### config.mk
export PLATFORM = sky130hd
export DESIGN_NAME = count_serial_tx
export DESIGN_NICKNAME = d
export VERILOG_FILES = /design/src/rtl/count_pkg.sv /design/src/rtl/sclk_phase_gen.sv /design/src/rtl/count_serial_tx.sv
export SDC_FILE = /design/constraint.sdc
export NUM_CORES = 1
export LEC_CHECK = 0
export ABC_AREA = 1
export BUFFER_PORTS_ARGS = -buffer_cell sky130_fd_sc_hd__buf_4
export CORE_UTILIZATION = 55
export DETAILED_ROUTE_END_ITERATION = 6
export PLACE_DENSITY_LB_ADDON = 0.2
export SLEW_MARGIN = 0
export SYNTH_ARGS = -nofsm -noshare
export SYNTH_HDL_FRONTEND = slang
export SYNTH_HIERARCHICAL = 1
export SYNTH_SLANG_ARGS = --single-unit
export TNS_END_PERCENT = 30
### constraint.sdc
create_clock -name clk -period 1.4 [get_ports clk]
set_input_delay 0.21 -clock clk [delete_from_list [all_inputs] [get_ports clk]]
set_output_delay 0.21 -clock clk [all_outputs]
set_load 0.02 [all_outputs]
### src/rtl/count_pkg.sv
// ---------------------------------------------------------------------------
// count_pkg
//   Shared definitions for the counter read-out path.
//   - state_t     : transmitter FSM states (idle / shifting a frame)
//   - CNT_WIDTH   : default counter / frame data width
//   - TX_CLK_DIV  : default sclk half-period in system clock cycles
// ---------------------------------------------------------------------------
package count_pkg;

    typedef enum logic {
        ST_IDLE  = 1'b0,
        ST_SHIFT = 1'b1
    } state_t;

    localparam int CNT_WIDTH  = 8;
    localparam int TX_CLK_DIV = 4;

endpackage

### src/rtl/sclk_phase_gen.sv
// ---------------------------------------------------------------------------
// sclk_phase_gen
//   Generates the serial clock and bit-period framing for the transmitter.
//   Each bit period is 2*CLK_DIV cycles: sclk low for CLK_DIV cycles, then
//   high for CLK_DIV cycles. The phase counter sits at 0 with sclk low while
//   run is low, so the first cycle after run rises is always the first cycle
//   of a bit period.
// Ports
//   clk        in   system clock, rising edge
//   rst_n      in   asynchronous active-low reset
//   ena        in   clock enable, 0 holds all state
//   run        in   frame in progress
//   sclk       out  registered serial clock
//   bit_start  out  high in the first cycle of a bit period
//   bit_end    out  high in the last cycle of a bit period
// ---------------------------------------------------------------------------
module sclk_phase_gen #(
    parameter int CLK_DIV = count_pkg::TX_CLK_DIV
) (
    input  logic clk,
    input  logic rst_n,
    input  logic ena,
    input  logic run,
    output logic sclk,
    output logic bit_start,
    output logic bit_end
);

    localparam int            DW       = $clog2(CLK_DIV) + 1;
    localparam logic [DW-1:0] DIV_LAST = DW'(CLK_DIV - 1);

    logic [DW-1:0] div_cnt;

    // Half-period counter: counts 0..CLK_DIV-1 and flips sclk on each wrap.
    // Idle keeps it parked at zero with sclk low so every frame starts in
    // phase. When the final bit period ends the wrap itself returns sclk to
    // low, matching the idle state the FSM lands in.
    always_ff @(posedge clk or negedge rst_n) begin
        if (!rst_n) begin
            div_cnt <= '0;
            sclk    <= 1'b0;
        end else if (ena) begin
            if (!run) begin
                div_cnt <= '0;
                sclk    <= 1'b0;
            end else if (div_cnt == DIV_LAST) begin
                div_cnt <= '0;
                sclk    <= ~sclk;
            end else begin
                div_cnt <= div_cnt + DW'(1);
            end
        end
    end

    // Bit-period markers decoded from the registered phase state.
    assign bit_start = run && !sclk && (div_cnt == '0);
    assign bit_end   = run &&  sclk && (div_cnt == DIV_LAST);

endmodule

### src/rtl/count_serial_tx.sv
// ---------------------------------------------------------------------------
// count_serial_tx
//   Serial read-out transmitter for the counter value. A start request in
//   idle snapshots count_in and shifts it out MSB-first on a 3-wire link
//   (cs_n, sclk, sdo), optionally followed by an even-parity bit. The
//   receiver samples sdo on the rising edge of sclk. All outputs are
//   registered.
// Parameters
//   WIDTH    data bits per frame (>=1)
//   CLK_DIV  sclk half-period in clk cycles (>=1)
//   PARITY   1 appends an even-parity bit, 0 sends data bits only
// Ports
//   clk       in   system clock, rising edge
//   rst_n     in   asynchronous active-low reset
//   ena       in   clock enable, 0 freezes all state and outputs
//   start     in   frame request, sampled while idle
//   count_in  in   value to send, captured on the accept cycle
//   cs_n      out  frame select, low for the whole frame
//   sclk      out  serial clock
//   sdo       out  serial data
//   busy      out  frame in progress
//   done      out  one-cycle pulse when a frame completes
// ---------------------------------------------------------------------------
module count_serial_tx
    import count_pkg::*;
#(
    parameter int WIDTH   = CNT_WIDTH,
    parameter int CLK_DIV = TX_CLK_DIV,
    parameter int PARITY  = 0
) (
    input  logic             clk,
    input  logic             rst_n,
    input  logic             ena,
    input  logic             start,
    input  logic [WIDTH-1:0] count_in,
    output logic             cs_n,
    output logic             sclk,
    output logic             sdo,
    output logic             busy,
    output logic             done
);

    localparam int            NBITS    = WIDTH + ((PARITY != 0) ? 1 : 0);
    localparam int            BW       = $clog2(NBITS) + 1;
    localparam logic [BW-1:0] BIT_LAST = BW'(NBITS - 1);
    localparam logic [BW-1:0] BIT_DATA_LAST = BW'(WIDTH - 1);

    state_t           state;
    logic [WIDTH-1:0] shreg;
    logic             par;
    logic [BW-1:0]    bit_cnt;
    logic             run;
    logic             bit_start;
    logic             bit_end;

    assign run = (state == ST_SHIFT);

    sclk_phase_gen #(
        .CLK_DIV (CLK_DIV)
    ) u_phase (
        .clk       (clk),
        .rst_n     (rst_n),
        .ena       (ena),
        .run       (run),
        .sclk      (sclk),
        .bit_start (bit_start),
        .bit_end   (bit_end)
    );

    // Frame FSM with registered outputs.
    // The MSB is put on sdo at accept time so it is valid in the very first
    // shift cycle. At the start of each bit period the shift register moves
    // one place, so by the end of bit k its top bit already holds data bit
    // k+1, which is loaded onto sdo at that boundary. After the last data
    // bit the parity bit (if enabled) is sent instead. The cycle after the
    // last bit period is the idle/done cycle, in which a new start can
    // already be accepted, giving a one-cycle cs_n gap between frames.
    always_ff @(posedge clk or negedge rst_n) begin
        if (!rst_n) begin
            state   <= ST_IDLE;
            shreg   <= '0;
            par     <= 1'b0;
            bit_cnt <= '0;
            cs_n    <= 1'b1;
            sdo     <= 1'b0;
            busy    <= 1'b0;
            done    <= 1'b0;
        end else if (ena) begin
            done <= 1'b0;
            case (state)
                ST_IDLE: begin
                    if (start) begin
                        state   <= ST_SHIFT;
                        shreg   <= count_in;
                        par     <= ^count_in;
                        bit_cnt <= '0;
                        cs_n    <= 1'b0;
                        busy    <= 1'b1;
                        sdo     <= count_in[WIDTH-1];
                    end
                end
                ST_SHIFT: begin
                    if (bit_start) begin
                        shreg <= shreg << 1;
                    end
                    if (bit_end) begin
                        if (bit_cnt == BIT_LAST) begin
                            state <= ST_IDLE;
                            cs_n  <= 1'b1;
                            sdo   <= 1'b0;
                            busy  <= 1'b0;
                            done  <= 1'b1;
                        end else begin
                            bit_cnt <= bit_cnt + BW'(1);
                            if ((PARITY != 0) && (bit_cnt == BIT_DATA_LAST)) begin
                                sdo <= par;
                            end else begin
                                sdo <= shreg[WIDTH-1];
                            end
                        end
                    end
                end
                default: begin
                    state <= ST_IDLE;
                end
            endcase
        end
    end

endmodule

# --- Yosys cells after proc, flatten, opt, wreduce, memory -nomap -nowiden ---
# Cells that the tools add are included.
op_classes:
  n_addsub: 2
  bitwise_logic: 2
  muxes: 30
  n_reduce_logical: 11
  n_eq_ne: 8
ops:
  columns: ["operator", "n"]
  rows:
  - ["2-to-1 mux 1 bit", 17]
  - ["2-to-1 mux 8 bit", 2]
  - ["one-hot mux 8 bit (2 select lines)", 1]
  - ["2-to-1 mux 4 bit", 3]
  - ["!= test 2 x 1 -> 1 bit, second input constant", 4]
  - ["one-hot mux 1 bit (2 select lines)", 4]
  - ["one-hot mux 4 bit (2 select lines)", 1]
  - ["AND reduction 4 bit", 2]
  - ["2-to-1 mux 3 bit", 2]
  - ["AND reduction 3 bit", 2]
  - ["adder 4 x 1 -> 4 bit, second input constant", 1]
  - ["equality test 4 x 3 -> 1 bit, second input constant", 1]
  - ["logical AND 1 bit", 4]
  - ["!= test 2 bit, second input constant", 2]
  - ["adder 3 x 1 -> 3 bit, second input constant", 1]
  - ["equality test 3 x 2 -> 1 bit, second input constant", 1]
  - ["zero test 3 bit", 1]
  - ["NOT 1 bit", 2]
  - ["AND reduction 2 bit", 1]
  - ["zero test 1 bit", 1]
word_totals:
  elab_cells: 62
  register_bits: 21

# --- Logic depth before layout (Yosys ltp) ---
logic_depth:
  ltp_word: 5
  ltp_mapped: 10
  depth_no_buf: 10

# --- Modules after synthesis ---
# The synthesis kept the hierarchy.
by_module_without_submodules:
  columns: ["mod", "seq_area_each_um2", "cells_each", "area_each_um2", "n_inst"]
  rows:
  - ["count_serial_tx", 426.7, 116, 904.6, 1]
  - ["sclk_phase_gen", 100.1, 29, 227.7, 1]

# --- Worst setup path before layout ---
# Ideal clock, no wire load.
synth_timing:
  path_kind: "register -> register"
  startpoint: "reg u_phase.div_cnt[0]"
  endpoint: "reg shreg[1]"
  required_time_ns: 1.279
  arrival_time_ns: 1.124
  n_path_buf: 1
  path_slack_ns: 0.155
  setup_ns: 0.121
  path_stages_with_launch: 10
  path_cell_list: "dfrtp_1 inv_1 ha_1 nand3_1 nor2_1 o21ai_2 inv_2 buf_6 nand2_1 o21ai_1"
synth_via:
  elab_chain_cells: 4
synth_lines:
  columns: ["element", "line", "source"]
  rows:
  - ["from (decl)", "sclk_phase_gen.sv:32", "logic [DW-1:0] div_cnt;"]
  - ["from (signal assigned)", "sclk_phase_gen.sv:50", "div_cnt <= div_cnt + DW'(1);"]
  - ["zero test 3 bit", "sclk_phase_gen.sv:56", "assign bit_start = run && !sclk && (div_cnt == '0);"]
  - ["logical AND 1 bit", "sclk_phase_gen.sv:56", null]
  - ["net bit_start", "count_serial_tx.sv:53", "logic bit_start;"]
  - ["!= test 2 x 1 -> 1 bit (no line)", null, null]
  - ["AND reduction 3 bit (no line)", null, null]
  - ["to (signal assigned)", "count_serial_tx.sv:94", "shreg <= count_in;"]
  - ["to (signal assigned)", "count_serial_tx.sv:104", "shreg <= shreg << 1;"]
  - ["to (decl)", "count_serial_tx.sv:49", "logic [WIDTH-1:0] shreg;"]
# The timed path passes the listed nets, and every way through them passes these cells.
# A chain may end at the register's enable or synchronous reset.

# --- Worst setup path in the final report ---
layout_timing:
  startpoint: "reg u_phase.div_cnt[0]"
  endpoint: "reg shreg[3]"
# The elaborated chain is that of the path after synthesis.

==> summary.txt <==
Status
  – Run status: finished, violations left
  – Violations in the final reports: setup timing

Detailed routing
  – Drt initial violations: 20
  – DRC errors left: 0
  – Via density per instance: 5.00
  – Total via count after detailed routing: 995
  – Detail Route Antenna Nets: 0
  – Aggregate routed wire length: 2.31 mm
  – First-pass DRT Iterations: 4
  – WL per Instance: 11.6 um

Layout
  – Net count reported at finish: 188
  – Share of cells above drive strength 1: 33.1%
  – Area taken by flip-flops and latches: 529 sq um
  – Layout Cells excl Fill: 199
  – Count of antenna diodes in the layout: 0
  – Combined area of the multi-input logic cells: 538 sq um
  – Area delta synth->final: 24.4%
  – Share of the core filled with cells: 72.6%
  – Filler cell count in the final layout: 169

Critical path
  – Data arrival, critical path: 1.63 ns
  – Endpoint class of the critical path: flop
  – Largest driver fanout on the critical path: 6
  – Cell type with the highest occurrence count on the critical path: nand2_1
  – Slowest cell on the critical path: dfrtp_1
  – Cell family contributing the most delay on the critical path: flip-flops
  – Timing startpoint of the critical path: u_phase/div_cnt[0]
  – Required arrival time at the worst endpoint: 1.61 ns
  – CP startpoint kind: flop
  – Setup CP Type: flop to flop
  – Number of buffers and inverters on the critical path: 2
  – Largest stage delay on the critical path: 0.39 ns
  – Reg-to-reg critical path startpoint: u_phase/div_cnt[0]
  – CP cell instances: inv_2, ha_4, nand3_2, nor2_2, o21ai_2, clkinvlp_4, nand2_1, nand2_1

Synthesis
  – Sequential fraction of the synthesis area: 46.5%
  – Top area cells in the synthesized netlist: dfrtp_1, nand2_1, inv_1
  – Cell count after synthesis: 145
  – Netlist Area Pre-Place: 0.00113 sq mm
  – Top cell type by total area after synthesis: dfrtp_1
  – Total of flip-flops plus latches after synthesis: 21
  – Share of Yosys cell area claimed by the top area cell type: 44.2%
  – Total of warnings raised by yosys: 6
  – Syn Nets: 160
  – Cell variety after synth: 19
  – Average instance area after synthesis: 7.81 sq um

Timing
  – Worst-case hold slack: 0.153 ns
  – Maximum clock rate: 704 MHz
  – Remaining max-slew budget at the tightest pin: 82.0%
  – Post-route fraction of the period consumed by the critical path: 101%
  – Final-report hold violation count: 0
  – Final WS setup: -0.0198 ns
  – Clock Skew: 0.00811 ns
  – Setup repair after global routing missed its margin: yes
  – Post-route minimum period: 1.42 ns
  – Final count of negative-setup-slack endpoints: 4
  – Pins over their slew limit: 0
  – Transition at the pin with the smallest max-transition slack: 0.269 ns

Placement
  – GP Congestion: 0.786
  – Number of cells in the design after placement: 188
  – IO buf count: 16
  – HPWL reported at the end of detailed placement: 1.54 mm
  – Dpl ws: 0.0201 ns

Clocking
  – Number of levels the H-tree was split into: 1
  – Clock tree buffer depth: 2
  – Clock sink total: 21
  – Clock edge transition at the registers on the reported setup and hold paths: 0.12 ns
  – Clock latency on the worst-skew pair: 0.30 ns
  – Clock tree from TritonCTS: done
  – Number of buffers added by the clock tree synthesis step: 3
  – Root buffer selected by CTS: clkbuf_4

Worst hold path
  – Hold path startpoint: ena
  – Worst min path class: input pin to flop

Pwr
  – Final total power: 2.10 mW
  – Power density over the cells: 1490 mW/mm^2
  – Leakage power: 0.722 nW
  – VDD IR max: 1.07 mV

GRT
  – Tot GR Track Use: 22.5%
  – Antenna violations before repair: 0
  – Number of global-route vias before repair: 835
  – Overflow left after global routing: 0
  – Global-route wire length before repair: 3.44 mm
  – Largest net degree at the start of global routing: 22

Die
  – Standard cell core area: 0.00194 sq mm
  – Row Count: 16
  – IO Count: 17
  – Die Footprint: 0.00224 sq mm
  – DIE HEIGHT: 47.4 um
  – Initial Utilization: 58.3%
  – Die outline width: 47.4 um

Run
  – MaxCap Viol Count: 0
## through the flow
step	area (sq um)	TNS, ns
after floorplan	1130	0
after global placement	1270	0
after detailed placement	1270	0
after CTS	1310	0
after global routing	1410	-0.526
final	1410	-0.0407
## worst reg2reg max path: stages, from the launching register on
cell        delay (ns)
dfrtp_1           0.39
inv_2             0.06
ha_4              0.16
nand3_2           0.07
nor2_2            0.05
o21ai_2           0.24
clkinvlp_4        0.23
nand2_1           0.09
nand2_1           0.04
## flip-flops by register name, indices dropped and copies added, names as in the netlist
name and cells:
u_phase/sclk 1, cs_n 1, done 1, u_phase/div_cnt 3, sdo 1, busy 1
bit_cnt 4, run 1, shreg 8
## area by class of cell
type	instances	area share (%)
repair inverters	1	0.533
flip-flops and latches	21	37.6
repair buffers	26	14.3
multi-input cells	102	38.2
inverters	18	5.15
clock buffers	4	1.87
well taps	27	2.40
## path summary, 6_finish.rpt
check	endpoint	slack (ns)	cells past startpoint
worst min-delay path	u_phase/div_cnt[2]	0.15	2
worst min register to register	cs_n	0.48	2
min in group asynchronous	u_phase/div_cnt[2]	0.31	2
max in group asynchronous	cs_n	0.81	2
worst max register to register	shreg[3]	-0.02	8
worst max-delay path	shreg[3]	-0.02	8
## cell families (layout without fill, tap and decap cells)
logic type | count (synthesis) | count (layout) | share of synthesized area (%)
fa+ha+maj | 3 | 3 | 3.32
buf+inv | 22 | 49 | 10.2
compound gates | 19 | 19 | 10.5
flops | 21 | 21 | 46.5
simple gates | 80 | 80 | 29.5
## placed cells by master (no fill, tap or decap), types with 3 or more instances in the layout
master	count
o21ai_0	9
o21ai_2	5
nor2_1	6
clkbuf_4	3
dfrtp_1	18
nand3_1	5
nand2_1	53
inv_2	4
inv_1	12
nand2_2	6
nand4_1	4
buf_4	24
## cell usage after synthesis (all sizes together)
master,instances
nand2,59
dfrtp,20
inv,18
o21ai,16
nor2,10
nand3,6
buf,4
nand4,4
ha,3
a21oi,1
dfstp,1
nor3b,1
o21a,1
o21bai,1
## power breakdown
part | internal (mW) | leakage [nW] | switching, mW | total, mW
Clock | 0.111 | 0.0150 | 0.186 | 0.297
Sequential | 0.788 | 0.270 | 0.137 | 0.924
Combinational | 0.392 | 0.438 | 0.486 | 0.878
Total | 1.29 | 0.722 | 0.809 | 2.10
## repair_timing
action                     in CTS  in global routing
cloned                          0                  1
buffers inserted                0                  5
hold endpoints to repair       20                  0
resized for setup               1                 19
setup endpoints to repair       1                 15
pin swaps                       0                  3
hold buffers                    1                  0
## per-layer routing
layer  vias up  part of all wire, %  track usage (%)
met5         -                    0                0
met4         0                  2.5             10.3
met3         8                  2.8             5.38
met2        23                   52             36.7
met1       459                   43             28.0
li1        505                    -                -
Note: power is estimated with default switching activity, not from simulation.
